[src/rtl/pipe_pkg.sv]
// Shared definitions for the RV32I pipeline registers (if_id, id_ex, ex_mem, mem_wb).
package pipe_pkg;

  localparam int XLEN     = 32;
  localparam int RD_LSB   = 7;
  localparam int RS1_LSB  = 15;
  localparam int RS2_LSB  = 20;
  localparam int OPCODE_W = 7;

  // addi x0,x0,0: the canonical bubble
  localparam logic [31:0] NOP_INSTR = 32'h0000_0013;

  typedef struct packed {
    logic [XLEN-1:0] instr;
    logic [XLEN-1:0] pc;
    logic [XLEN-1:0] pcplus4;
    logic            valid;
  } if_id_t;

endpackage

[src/rtl/pipe_if_id_sat_counter.sv]
// Saturating up-counter with synchronous clear; reset overrides clear, clear overrides increment.
module sat_counter #(
  parameter int CNT_WIDTH = 16
) (
  input  logic                 clk,
  input  logic                 rst,
  input  logic                 inc,
  input  logic                 clr,
  output logic [CNT_WIDTH-1:0] count
);

  logic [CNT_WIDTH-1:0] cnt_q, cnt_d;

  always_comb begin
    cnt_d = cnt_q;
    if (clr)                   cnt_d = '0;
    else if (inc && !(&cnt_q)) cnt_d = cnt_q + 1'b1;
  end

  always_ff @(posedge clk) begin
    if (rst) cnt_q <= '0;
    else     cnt_q <= cnt_d;
  end

  assign count = cnt_q;

endmodule

[src/rtl/pipe_if_id.sv]
// IF/ID pipeline register with valid bit, stall/flush, NOP substitution and stall/flush counters.
import pipe_pkg::*;

module pipe_if_id #(
  parameter int          ADDRESS_WIDTH  = 32,
  parameter int          DATA_WIDTH     = 32,
  parameter int          REG_ADDR_WIDTH = 5,
  parameter int          CNT_WIDTH      = 16,
  parameter logic [31:0] NOP_INSTR      = pipe_pkg::NOP_INSTR
) (
  input  logic                      clk,
  input  logic                      rst,
  input  logic [DATA_WIDTH-1:0]     rd,
  input  logic [ADDRESS_WIDTH-1:0]  pcf,
  input  logic [ADDRESS_WIDTH-1:0]  pcplus4f,
  input  logic                      validf,
  input  logic                      stalld,
  input  logic                      flushd,
  input  logic                      clr_cnt,
  output logic [DATA_WIDTH-1:0]     instrd,
  output logic [ADDRESS_WIDTH-1:0]  pcd,
  output logic [ADDRESS_WIDTH-1:0]  pcplus4d,
  output logic                      validd,
  output logic [REG_ADDR_WIDTH-1:0] rdd,
  output logic [REG_ADDR_WIDTH-1:0] rs1d,
  output logic [REG_ADDR_WIDTH-1:0] rs2d,
  output logic [OPCODE_W-1:0]       opcoded,
  output logic [CNT_WIDTH-1:0]      stall_cnt,
  output logic [CNT_WIDTH-1:0]      flush_cnt
);

  // The slot struct is sized by the package XLEN; the width parameters track it.
  if_id_t r_q, r_d;

  always_comb begin
    r_d = r_q;
    if (flushd) begin
      r_d.instr = NOP_INSTR;
      r_d.valid = 1'b0;
    end else if (!stalld) begin
      r_d.pc      = pcf;
      r_d.pcplus4 = pcplus4f;
      r_d.valid   = validf;
      r_d.instr   = validf ? rd : NOP_INSTR;
    end
  end

  always_ff @(posedge clk) begin
    if (rst) begin
      r_q.instr   <= NOP_INSTR;
      r_q.pc      <= '0;
      r_q.pcplus4 <= '0;
      r_q.valid   <= 1'b0;
    end else begin
      r_q <= r_d;
    end
  end

  assign instrd   = r_q.instr;
  assign pcd      = r_q.pc;
  assign pcplus4d = r_q.pcplus4;
  assign validd   = r_q.valid;

  // Fields come from the registered word, so bubbles decode as x0 everywhere.
  assign rdd     = r_q.instr[RD_LSB  +: REG_ADDR_WIDTH];
  assign rs1d    = r_q.instr[RS1_LSB +: REG_ADDR_WIDTH];
  assign rs2d    = r_q.instr[RS2_LSB +: REG_ADDR_WIDTH];
  assign opcoded = r_q.instr[0 +: OPCODE_W];

  sat_counter #(.CNT_WIDTH(CNT_WIDTH)) u_stall_cnt (
    .clk   (clk),
    .rst   (rst),
    .inc   (stalld && !flushd && r_q.valid),
    .clr   (clr_cnt),
    .count (stall_cnt)
  );

  sat_counter #(.CNT_WIDTH(CNT_WIDTH)) u_flush_cnt (
    .clk   (clk),
    .rst   (rst),
    .inc   (flushd),
    .clr   (clr_cnt),
    .count (flush_cnt)
  );

endmodule

[config.mk]
export PLATFORM = sky130hd
export DESIGN_NAME = pipe_if_id
export DESIGN_NICKNAME = d
export VERILOG_FILES = /design/src/rtl/pipe_pkg.sv /design/src/rtl/pipe_if_id_sat_counter.sv /design/src/rtl/pipe_if_id.sv
export SDC_FILE = /design/constraint.sdc
export NUM_CORES = 1
export LEC_CHECK = 0
export CORE_ASPECT_RATIO = 1.1
export CORE_MARGIN = 3
export CORE_UTILIZATION = 40
export DETAILED_ROUTE_END_ITERATION = 8
export GPL_TIMING_DRIVEN = 1
export PLACE_DENSITY = 0.79
export SLEW_MARGIN = 20
export SYNTH_ARGS = -nofsm -noshare
export SYNTH_HDL_FRONTEND = slang
export SYNTH_SLANG_ARGS = --single-unit
export TNS_END_PERCENT = 50
[constraint.sdc]
create_clock -name clk -period 2.6 [get_ports clk]
set_clock_uncertainty 0.2 [all_clocks]
set_input_delay 0.78 -clock clk [delete_from_list [all_inputs] [get_ports clk]]
set_output_delay 0.78 -clock clk [all_outputs]
set_load 0.005 [all_outputs]
==> results.yml <==
run_status:
  status: "completed"
finish:
  fill_cells: 992
  instances_no_fill: 1006
  multi_input_area_um2: 2183
  nNetsFinal: 945
  diodes: 0
  area_growth_pct: 62.88
  layout.area.seq_um2: 2582
  mostFrequentLayoutCells: "clkdlybuf4s50_1 (251), nand2_1 (149), dfxtp_1 (129)"
  utilization: 0.6760
  drive_gt1_frac: 0.07277
  final_common_cell: "clkdlybuf4s50_1"
  design_area_um2: 8242
detailed_routing:
  drtIter0Drc: 286
  drc: 0
  post_drt_wl_per_cell_um: 16.35
  antenna_left: 0
  drtPass1Iterations: 6
  wirelength_um: 16450
  vias_per_cell: 5.248
  vias: 5279
synth:
  ys_seq_area_frac: 0.5104
  synth_top_cells_by_area: "dfxtp_1 (51%), nand2_1 (11%), a21oi_1 (8.0%)"
  synth_warnings: 0
  synth_simple_gate_area_frac: 0.2324
  syn-instance-count: 606
  synth_top_family_by_area: "simple AND/OR/NAND/NOR gates"
  syn_nets: 710
  syn_avg_cell_area_um2: 8.350
  netlist_area_um2: 5060
  synth.distinct_cells: 43
  synth_seq_cells: 129
  synth-edff-count: 0
  synthAdderAreaFrac: 0.004946
  synthXorXnorAreaFrac: 0.008655
  ys.flop_type: "dfxtp_1"
  synth_mux_area_frac: 0.005935
  synth_async_sr_flop_share: 0
  synth_top_area_share: 0.5104
  synth_compound_area_frac: 0.1766
  yosysTopAreaCell: "dfxtp_1"
clocking:
  post_cts_buffers: 0
  clock_sinks: 129
  cts_root_buffer: "clkbuf_16"
  clock_path_buffers: 2
  post_cts_resize_count: 0
  clkLatencyLatePin_ns: 0.40
  cts_hold_buf: 0
  clk_pin_slew_ns: 0.06
  numCtsBuffers: 17
  cts_max_level: 4
  cts_tree: "yes"
die:
  coreArea_um2: 12190
  initial_core_util: 0.4150
  core.rowCount: 42
  die-area_um2: 14040
  die-width_um: 113.2
  ioPinCount: 253
  die_h_um: 124.0
worst_hold_path:
  hp-class: "reg -> reg"
critical_path:
  cp-start-kind: "flip-flop"
  cpMaxStageDelayCell: "clkdlybuf4s50_1"
  crit_chain: "clkdlybuf4s50_1"
  crit_fanout: 7
  critPathCaptureType: "output port"
  arrival_ns: 1.49
  crit_family: "buffers and inverters"
  crit_required_ns: 1.62
  worst-path-buf-inv: 1
  crit_path_max_incr_delay_ns: 0.60
  worstSetupPathType: "reg -> out"
global_routing:
  antenna_found_initial: 0
  grt_pass1_wl_um: 25520
  grt_max_degree: 65
  grt_overflow: 0
  gr-usage-all-layers: 0.2256
  grt_pass1_vias: 5194
place:
  place_congestion: 0.8908
  dp.cells: 976
  hpwlAfterDp_um: 11930
  place_area_um2: 7661
  port_buffers: 252
sta:
  rsz0062_at_grt: "false"
  drv_slew: 0
  final-hold-violation-count: 0
  hold_slack_ns: 0.2532
  max_freq_mhz: 405.6
  fin_crit_ns: 2.465
  tightest_slew_ns: 0.6806
  setup_tns_ns: 0
  fin_crit_sh: 0.9482
  relSlewSlack: 0.5453
  setup_violations: 0
power:
  irDropWorstVdd_v: 0.0004820
  total_leakage_power_nw: 2.924
  cellPowerDensity_nw_per_um2: 588.9
flow_run:
  maxCapViolations: 0
where the power goes:
part | internal [mW] | switching [mW] | leakage [nW] | total [mW]
combinational | 0.294 | 0.188 | 1.60 | 0.483
clock | 1.43 | 0.871 | 0.275 | 2.30
sequential | 2.03 | 0.0328 | 1.05 | 2.07
total | 3.76 | 1.09 | 2.92 | 4.85
state kept, by name, indices dropped and copies added (netlist names):
register,count
instrd,32
pcd,32
pcplus4d,32
u_flush_cnt.count,16
u_stall_cnt.count,16
validd,1
worst paths after layout:
kind                              from  slack [ns]  cells past startpoint              endpoint
hold / removal            pcplus4d[30]        0.25                      2          pcplus4d[30]
setup / recovery  u_flush_cnt.count[2]        0.13                      1          flush_cnt[2]
setup reg to reg  u_stall_cnt.count[7]        0.52                      5  u_stall_cnt.count[9]
hold reg to reg           pcplus4d[30]        0.25                      2          pcplus4d[30]
tightest hold or removal path, cell delays in order, from the launching register on:
cell and delay, ns:
dfxtp_1 0.30, nand2_1 0.05, a21oi_1 0.05
cells in the mapped netlist (all sizes together) (5+ instances only):
cell type / n
a21oi: 81
a22oi: 29
and3: 5
and4: 6
buf: 24
clkbuf: 32
dfxtp: 129
nand2: 149
nand3: 14
nand4: 8
nor2: 42
nor4: 5
o21ai: 12
o41ai: 5
or3: 14
or4: 5
metrics by stage:
stage | setup WS [ns] | total power [mW]
2_1_floorplan | 0.2426 | 2.265
3_3_place_gp | -0.2059 | 2.580
3_5_place_dp | -0.3523 | 2.592
4_1_cts | 0.05497 | 4.895
5_1_grt | 0.06760 | 5.023
6_report | 0.1347 | 4.853
layer usage:
metal / global-route usage / part of all wire / vias to the layer above
met4: 0.07889 / 0.020 / 0
met3: 0.09427 / 0.11 / 24
met2: 0.3841 / 0.49 / 232
met1: 0.2555 / 0.38 / 2463
met5: 0 / 0 / -
li1: - / - / 2560
final cells by class:
cell class | count | area share
clock buffers | 18 | 0.05329
multi-input cells | 417 | 0.2649
clock inverters | 12 | 0.01655
inverters | 4 | 0.001822
repair buffers | 272 | 0.3267
well taps | 154 | 0.02338
flip-flops and latches | 129 | 0.3133
cell families after synthesis:
logic type | Yosys count
AO/OA/AOI/OAI | 147
XOR/XNOR | 5
adder cells (fa/ha/maj) | 2
buffers and inverters | 60
flip-flops | 129
multiplexers | 3
AND/OR/NAND/NOR | 260
(Power assumes the default switching activity.)
